**src/rtl/gate_chk_pkg.sv**
```systemverilog
// -----------------------------------------------------------------------------
// gate_chk_pkg
//   Shared definitions for the gate response checker: FSM state encoding,
//   MISR seed and feedback taps, and the reference gate function the checker
//   compares the board's gate outputs against.
// -----------------------------------------------------------------------------
package gate_chk_pkg;

   typedef enum logic [1:0] {
      ST_IDLE = 2'b00,
      ST_RUN  = 2'b01,
      ST_DONE = 2'b10
   } state_e;

   localparam int unsigned     MISR_W    = 16;
   localparam logic [MISR_W-1:0] MISR_SEED = 16'hFFFF;
   // Feedback taps at bits 15, 14, 12 and 3.
   localparam logic [MISR_W-1:0] MISR_TAPS = 16'hD008;

   // Returns {e, f, g} as the gates should drive them for inputs a..d.
   function automatic logic [2:0] expected_efg(input logic a, input logic b,
                                               input logic c, input logic d);
      return {~(a & b), ~(c | d), a ^ b ^ c ^ d};
   endfunction

endpackage

```
**src/rtl/gate_chk_misr.sv**
```systemverilog
// -----------------------------------------------------------------------------
// gate_chk_misr
//   16-bit multiple-input signature register that folds each accepted 7-bit
//   vector into a running signature.
//   Ports:
//     clk   in   rising-edge clock
//     rst   in   synchronous reset, active high (loads the seed)
//     load  in   reload the seed (start of a run); wins over en
//     en    in   compress din into the signature this edge
//     din   in   7-bit vector {a,b,c,d,e,f,g}
//     sig   out  current signature
// -----------------------------------------------------------------------------
module gate_chk_misr
   import gate_chk_pkg::*;
(
   input  logic              clk,
   input  logic              rst,
   input  logic              load,
   input  logic              en,
   input  logic [6:0]        din,
   output logic [MISR_W-1:0] sig
);

   logic [MISR_W-1:0] sig_q;
   logic [MISR_W-1:0] sig_d;
   logic              fb;

   // NOTE: every variable gets a default at the top of always_comb so that no
   // path leaves it unassigned, which would otherwise infer a latch.
   always_comb begin
      fb    = ^(sig_q & MISR_TAPS);
      sig_d = sig_q;
      if (load) begin
         sig_d = MISR_SEED;
      end else if (en) begin
         sig_d = {sig_q[MISR_W-2:0], fb} ^ {{(MISR_W-7){1'b0}}, din};
      end
   end

   // NOTE: state registers use non-blocking assignments so every flop samples
   // the pre-edge values regardless of block ordering in simulation.
   always_ff @(posedge clk) begin
      if (rst) begin
         sig_q <= MISR_SEED;
      end else begin
         sig_q <= sig_d;
      end
   end

   assign sig = sig_q;

endmodule

```
**config.mk**
```make
export PLATFORM = sky130hd
export DESIGN_NAME = gate_chk_misr
export DESIGN_NICKNAME = d
export VERILOG_FILES = /design/src/rtl/gate_chk_pkg.sv /design/src/rtl/gate_chk_misr.sv
export SDC_FILE = /design/constraint.sdc
export NUM_CORES = 1
export LEC_CHECK = 0
export BUFFER_PORTS_ARGS = -buffer_cell sky130_fd_sc_hd__buf_2
export CAP_MARGIN = 20
export CORE_AREA = 5 5 45 47
export CTS_BUF_LIST = sky130_fd_sc_hd__clkbuf_2 sky130_fd_sc_hd__clkbuf_4 sky130_fd_sc_hd__clkbuf_8
export CTS_CLUSTER_DIAMETER = 200
export DETAILED_ROUTE_END_ITERATION = 10
export DIE_AREA = 0 0 50 52
export HOLD_SLACK_MARGIN = 0.05
export PLACE_DENSITY = 0.79
export SLEW_MARGIN = 20
export SYNTH_ARGS = -nofsm -noshare
export SYNTH_HDL_FRONTEND = slang
export SYNTH_SLANG_ARGS = --single-unit
```
**constraint.sdc**
```tcl
create_clock -name clk -period 1.1 [get_ports clk]
set_input_delay 0.055 -clock clk [delete_from_list [all_inputs] [get_ports clk]]
set_output_delay 0.055 -clock clk [all_outputs]
set_load 0.005 [all_outputs]
```
# Word-level counts from Yosys, hierarchy flattened
# Cells that the tools add are included.
totals:
  reg_bits: 16
  word_cells: 4
  output_inout_bits: 16
  n_memories: 0
  ram_bits: 0
  latchBits: 0
  romBits: 0
op_classes:
  div: 0
  n_addsub: 0
  muxes: 0
  n_lt_le_gt_ge: 0
  n_mul: 0
  bitwise_logic: 1
  reduce_logical: 2
  n_eq_ne: 0
  shift: 0
ops:
  columns: ["cell", "n"]
  rows:
  - ["$reduce_xor 16->1", 1]
  - ["$xor 16x7->16", 1]
  - ["$reduce_or 2->1", 1]

# Logic depth before layout (Yosys ltp)
# Gate-level depths: netlist of run 1.
depth:
  word_depth: 2
  mapped_depth: 4
  ltp_nobuf: 3

# Least setup slack after synthesis of run 1
# OpenSTA, ideal clock, no wires.
synth_path:
  kind: "register to register"
  startpoint: "register sig_q[15], in the netlist sig[15]"
  endpoint: "register sig_q[0], in the netlist sig[0]"
  setup_slack_ps: -11
  stages_incl_launch_ff: 4
  required_time_ps: 959
  synth_period_minus_slack_ps: 1111
  n_path_buf: 0
  t_arrival_ps: 970
  path_cell_list: "dfxtp_1 -> xnor3_1 -> xnor2_1 -> o211ai_1"
synth_via:
  elab_chain_len: 2
synth_rtl:
  columns: ["element", "line_no", "rtl"]
  rows:
  - ["start: declaration", "gate_chk_misr.sv:24", "logic [MISR_W-1:0] sig_q;"]
  - ["start signal: assignment", "gate_chk_misr.sv:46", "sig_q <= sig_d;"]
  - ["$reduce_xor 16->1", "gate_chk_misr.sv:31", "fb = ^(sig_q & MISR_TAPS);"]
  - ["$xor 16x7->16", "gate_chk_misr.sv:36", "sig_d = {sig_q[MISR_W-2:0], fb} ^ {{(MISR_W-7){1'b0}}, din};"]
# Every way passes these cells.
# A chain may end at the register's enable or synchronous reset.

# Worst setup path after layout of run 1
# Ends and elaborated chain as after synthesis.

==> metrics.md, run 1 <==
| Metric | Value |
|---|---|
| Slowest CP cell | xnor3_1 |
| Mapped Cells | 68 |
| Req. time, crit path | 1.31 ns |
| Die H | roughly 52 microns |
| RSZ-0062 raised after global routing | true |
| Post-synth cell types | 13 |
| Drt pass-1 iters | 2 |
| CTS tree | yes |
| Setup violations, final | 0 |
| Clock sinks | 16 |
| Post-DRT Antenna Nets | 0 |
| Total GRT Usage | 0.104 |
| Hold/Removal Path Class | input port to register |
| DRT Wirelength | around 1300 microns |
| Clock slew at reported path FFs | ~0.10 ns |
| Drt via density | about 4.8 |
| Initial antenna violation count | 0 |
| CP Launch Type | register |
| CP max stage delay | about 0.40 ns |
| WHS | roughly 0.1 ns |
| Fin crit share | 0.997 |
| Synthesized area per cell | approximately 9.5 sq um |
| Pin count of the biggest net entering global routing | 17 |
| Core ar. | 0.00161 sq mm |
| Worst VDD drop | 622 uV |
| DPL Wire Length | a little over 1000 microns |
| Slew @ Worst Pin | between 0.2 and 0.3 ns |
| ANT cells | 0 |
| Worst reg2reg path depth | 3 |
| Hold_buf cts | 0 |
| Max_cap viols | 0 |
| Worst Clk Skew | between 0.004 and 0.005 ns |
| DRC | 0 |
| Port bufs | 26 |
| Post-layout min period | ~1.1 ns |
| R2r startpoint | sig[15] |
| Placed cell count | 110 |
| Via count | approximately 550 |
| Critical Path Source | sig[15] |
| CTS Root Cell | clkbuf_4 |
| Fmax achieved | 911 MHz |
| Total global routing overflow | 0 |
| Die Width | about 50 microns |
| Flops & latches, synth | 16 |
| Finished Layout Cells | 114 |
| # IOs | 27 |
| H-tree Lvls | 1 |
| Initial core utilization | 0.401 |
| Rel. slew slack | 0.831 |
| Sequential area share after synthesis | 0.495 |
| Yosys warnings | 0 |
| Fin. Hold Viols | 0 |
| Final net count | around 110 |
| Worst Path Max Fanout | 3 |
| DR iter-0 viols | 5 |
| Crit end category | register |
| WHS Path Cells | 4 |
| Critical path cell sequence | xnor3_1 -> xnor2_1 -> o211ai_1 |
| LEAKAGE | around 0.38 nW |
| FP Rows | 15 |
| Num CTS Buffers | 3 |
| Data arrival time of the critical path | roughly 1.3 ns |
| Status | completed |
| WS Path Type | register to register |
| R2R Setup Slk | 0.003 ns |
| Reg2reg end | sig[0] |
| Pins over their slew limit | 0 |
| Clk_lat worst skew | about 0.28 ns |
| Placer Congestion | between 0.6 and 0.7 |
| Die area | 0.00260 sq mm |
| CP endpoint | sig[0] |
| First-pass GRT wire length | approximately 2200 microns |
| Post-Syn Nets | 79 |
| DR WL/cell | between 10 and 15 microns |
| Pwr dens | ~1300 mW/mm^2 |
| Share of cells above drive strength 1 | 0.351 |
| Post-Syn Area | 647 sq um |
| Vias in the first global route | between 500 and 600 |
| Max reg flops | 16 |
| Clock Tree Buf Depth | 2 |
| Layout area overhead | 31.1% |
report_power, final:
part / total (mW) / internal, mW / switching (mW)
sequential: 0.598 / 0.589 / 0.00939
clock: 0.378 / 0.201 / 0.177
combinational: 0.103 / 0.0535 / 0.0499
per-stage QoR:
step / TNS (ns) / util / setup WS [ns] / power [mW] / cell area (sq um)
2_1_floorplan: 0 / - / 0.00647 / 0.670 / 648
3_3_place_gp: 0 / 0.502 / 0.00643 / 0.714 / 811
3_5_place_dp: -0.0181 / 0.502 / -0.0181 / 0.716 / 811
4_1_cts: -0.0133 / 0.526 / -0.0133 / 1.09 / 848
5_1_grt: -0.0831 / 0.526 / -0.0831 / 1.13 / 848
6_report: 0 / 0.526 / 0.00285 / 1.08 / 848
kinds of logic (layout without fill, tap and decap cells):
group,count (synthesis),count (layout),synth area share
buf+inv,4,33,0.0309
flops,16,16,0.495
mux,9,9,0.139
compound gates,7,7,0.0580
xor+xnor,9,9,0.143
simple gates,23,23,0.133
area by class of cell:
class | instances | area [sq um]
inverter | 1 | 3.75
sequential | 16 | 323
tap | 17 | 21.3
timing repair buffer | 28 | 158
fill | 170 | 766
clock buffer | 4 | 36.3
multi-input combinational | 48 | 307
layout by cell type (no fill, tap or decap), drive strengths merged:
cell	count
inv	1
o21ai	6
xor2	6
mux2i	9
clkbuf	4
nand2	10
o211ai	1
buf	28
xnor2	2
dfxtp	16
xnor3	1
nor2	13
worst min-delay path by stage:
stage	from	endpoint	slack, ns
after floorplan	rst	sig[1]	0.20
after global placement	din[5]	sig[5]	0.38
after detailed placement	din[1]	sig[1]	0.39
after CTS	din[1]	sig[1]	0.1
after global routing	din[3]	sig[3]	0.12
final	din[3]	sig[3]	0.10
metal layers:
metal	vias to the layer above	global-route usage	wire length (microns)
li1	280	-	-
met1	243	0.145	631
met2	23	0.157	539
met3	0	0.0372	119
met4	0	0.0131	0
met5	-	0	0
critical path: cells and delay by family, from the launching register on:
family | cells | cell delay [ns]
xor gates and xnor gates | 2 | 0.53
DFF | 1 | 0.35
AOI/OAI and AO/OA | 1 | 0.15
synth_stat cells:
cell type / n / area, sq um
nand2_1: 10 / 37.5
buf_2: 1 / 5.00
mux2i_1: 9 / 90.1
xnor2_1: 2 / 17.5
dfxtp_1: 16 / 320
xor2_1: 6 / 52.6
buf_4: 1 / 7.51
xnor3_1: 1 / 22.5
clkbuf_1: 1 / 3.75
o21ai_0: 6 / 30.0
o211ai_1: 1 / 7.51
inv_1: 1 / 3.75
nor2_1: 13 / 48.8
repair_timing:
action                     in CTS  in global routing
setup buffers                   0                  0
setup endpoints to repair       1                  1
gates resized for setup         1                  0
pin swaps                       2                  0
Note: power is estimated with default switching activity, not from simulation.
==> inputs of run 2 (changes only) <==
Settings changed: CORE_AREA 5 5 45 47 to 5 5 47 49, DIE_AREA 0 0 50 52 to 0 0 52 54, PLACE_DENSITY 0.79 to 0.74.
==> run 2 against run 1 <==
Total power is 0.19% lower; utilization is 4.5 points lower; hold slack got worse by 0.011 ns.
==> metrics.md, run 2 (synthesis results as in run 1) <==
| Metric | Value |
|---|---|
| Reg2reg end | sig[0] |
| CTS tree | yes |
| Req. time, crit path | 1.31 ns (about the same) |
| Drt via density | 4.36 (-9.0%) |
| CP max stage delay | 0.39 ns (about the same) |
| Fin crit share | 0.972 (-0.0252) |
| First-pass GRT wire length | 2210 microns (+1.3%) |
| CP Launch Type | register |
| Layout area overhead | 35.2% |
| CTS Root Cell | clkbuf_4 |
| Hold/Removal Path Class | input port to register |
| DRT Wirelength | 1300 microns (+0.54%) |
| Crit end category | register |
| Clk_lat worst skew | 0.28 ns (about the same) |
| Clock Tree Buf Depth | 2 (unchanged) |
| Pin count of the biggest net entering global routing | 17 (unchanged) |
| Fillers | 190 (+12%) |
| Hold_buf cts | 0 (unchanged) |
| Footprint of the multi-input gates | 307 sq um (unchanged) |
| Via count | 549 (+0.55%) |
| Drt pass-1 iters | 3 (+1) |
| Clock slew at reported path FFs | 0.09 ns (about the same) |
| Vias in the first global route | 529 (+3.5%) |
| Data arrival time of the critical path | 1.28 ns (-0.02 ns) |
| Worst reg2reg path depth | 3 (unchanged) |
| Core ar. | 0.00182 sq mm (+13%) |
| Critical Path Source | sig[12] |
| Worst VDD drop | 627 uV (+0.87%) |
| FP Rows | 16 (+1) |
| Slew @ Worst Pin | 0.265 ns (+0.0116 ns) |
| Rel. slew slack | 0.823 (-0.00774) |
| Status | completed |
| Postcts setup bufs | 0 (unchanged) |
| Max_cap viols | 0 (unchanged) |
| Initial antenna violation count | 0 (unchanged) |
| Slowest CP cell | xnor3_1 |
| DPL Wire Length | 1010 microns (-0.27%) |
| Worst Clk Skew | 0.00299 ns (-0.00134 ns) |
| R2r startpoint | sig[12] |
| Fin. Hold Viols | 0 (unchanged) |
| Worst Path Max Fanout | 2 (-1) |
| R2R Setup Slk | 0.03 ns (+0.03 ns) |
| Num CTS Buffers | 3 (unchanged) |
| Storage cell area | 322 sq um (-0.39%) |
| Total global routing overflow | 0 (unchanged) |
| Final net count | 111 (+1.8%) |
| Port bufs | 26 (unchanged) |
| Fmax achieved | 935 MHz (+2.6%) |
| Setup violations, final | 0 (unchanged) |
| Die Width | 52 microns (+4.0%) |
| H-tree Lvls | 1 (unchanged) |
| WS Path Type | register to register |
| Commonest non-fill, non-tap cell in the layout | buf_2 |
| Setup TNS Final | 0 ns (unchanged) |
| ANT cells | 0 (unchanged) |
| DR WL/cell | 10.3 microns (-9.0%) |
| Core Util, Final | 0.480 (-0.0455) |
| Pwr dens | 1230 mW/mm^2 (-3.2%) |
| DR iter-0 viols | 2 (-3) |
| Initial core utilization | 0.355 (-0.0457) |
| RSZ-0062 raised after global routing | true |
| Share of cells above drive strength 1 | 0.354 (+0.00302) |
| CP endpoint | sig[0] |
| Max reg flops | 16 (unchanged) |
| Post-CTS sizing | 0 (-1) |
| Clock sinks | 16 (unchanged) |
| Critical path cell sequence | xnor3_1 -> xnor2_1 -> o211ai_1 |
| Placer Congestion | 0.661 (-5.5%) |
| Die H | 54 microns (+3.8%) |
| # IOs | 27 (unchanged) |
| Die area | 0.00281 sq mm (+8.0%) |
| Total GRT Usage | 0.109 (+0.00514) |
| Most frequent cells in the layout | buf_2, dfxtp_1, nor2_1 |
| Post-DRT Antenna Nets | 0 (unchanged) |
| Pins over their slew limit | 0 (unchanged) |
| LEAKAGE | 0.388 nW (+2.3%) |
| Post-layout min period | 1.07 ns (-0.0277 ns) |
| DRC | 0 (unchanged) |
==> run 2: cell count changes in the layout (fill, tap and decap cells not counted), sizes merged <==
cell  previous run  this run
buf             28        30
==> run 2: worst min path at each step <==
| stage | startpoint | slack, ns | depth (start not counted) | to |
|---|---|---|---|---|
| floorplan | rst | 0.20 | 2 | sig[1] |
| global placement | din[3] | 0.38 | 4 | sig[3] |
| detailed placement | din[6] | 0.39 | 4 | sig[6] |
| CTS | din[6] | 0.08 | 4 | sig[6] |
| global route | din[6] | 0.1 | 4 | sig[6] |
| finish | din[6] | 0.09 | 4 | sig[6] |
==> run 2: worst max-delay path: cells and delay by family, from the launching register on <==
kind,cells,cell delay (ns)
xor+xnor,2,0.52
flops,1,0.33
compound gates,1,0.15
==> run 2: where the power goes <==
group,switching [mW],internal [mW],leakage (nW)
clock network,0.176,0.201,0.0210
registers,0.00944,0.589,0.130
logic,0.0492,0.0535,0.237
==> run 2: per-stage QoR <==
stage               instance area (sq um)  total power [mW]  hold slack [ns]  instances  worst slack (ns)
finish                                875              1.08           0.0905        126            0.0305
global route                          875              1.12           0.0967        126           -0.0528
CTS                                   875              1.10           0.0822        126           0.00491
detailed placement                    838             0.716            0.394        122            0.0107
global placement                      838             0.714            0.385        122            0.0428
floorplan                             648             0.670            0.204         68           0.00647
==> run 2: final cells by class <==
type | count | area share
Tap cell | 27 | 0.0386
Clock buffer | 4 | 0.0415
Inverter | 1 | 0.00429
Multi-Input combinational cell | 48 | 0.351
Sequential cell | 16 | 0.368
Timing Repair Buffer | 30 | 0.197
==> run 2: per-layer routing <==
metal  vias up  share of wire  track usage
met2        21           0.45        0.172
met3         4          0.089       0.0277
met4         0          0.028       0.0917
met5         -              0            0
li1        281              -            -
met1       243           0.43        0.124
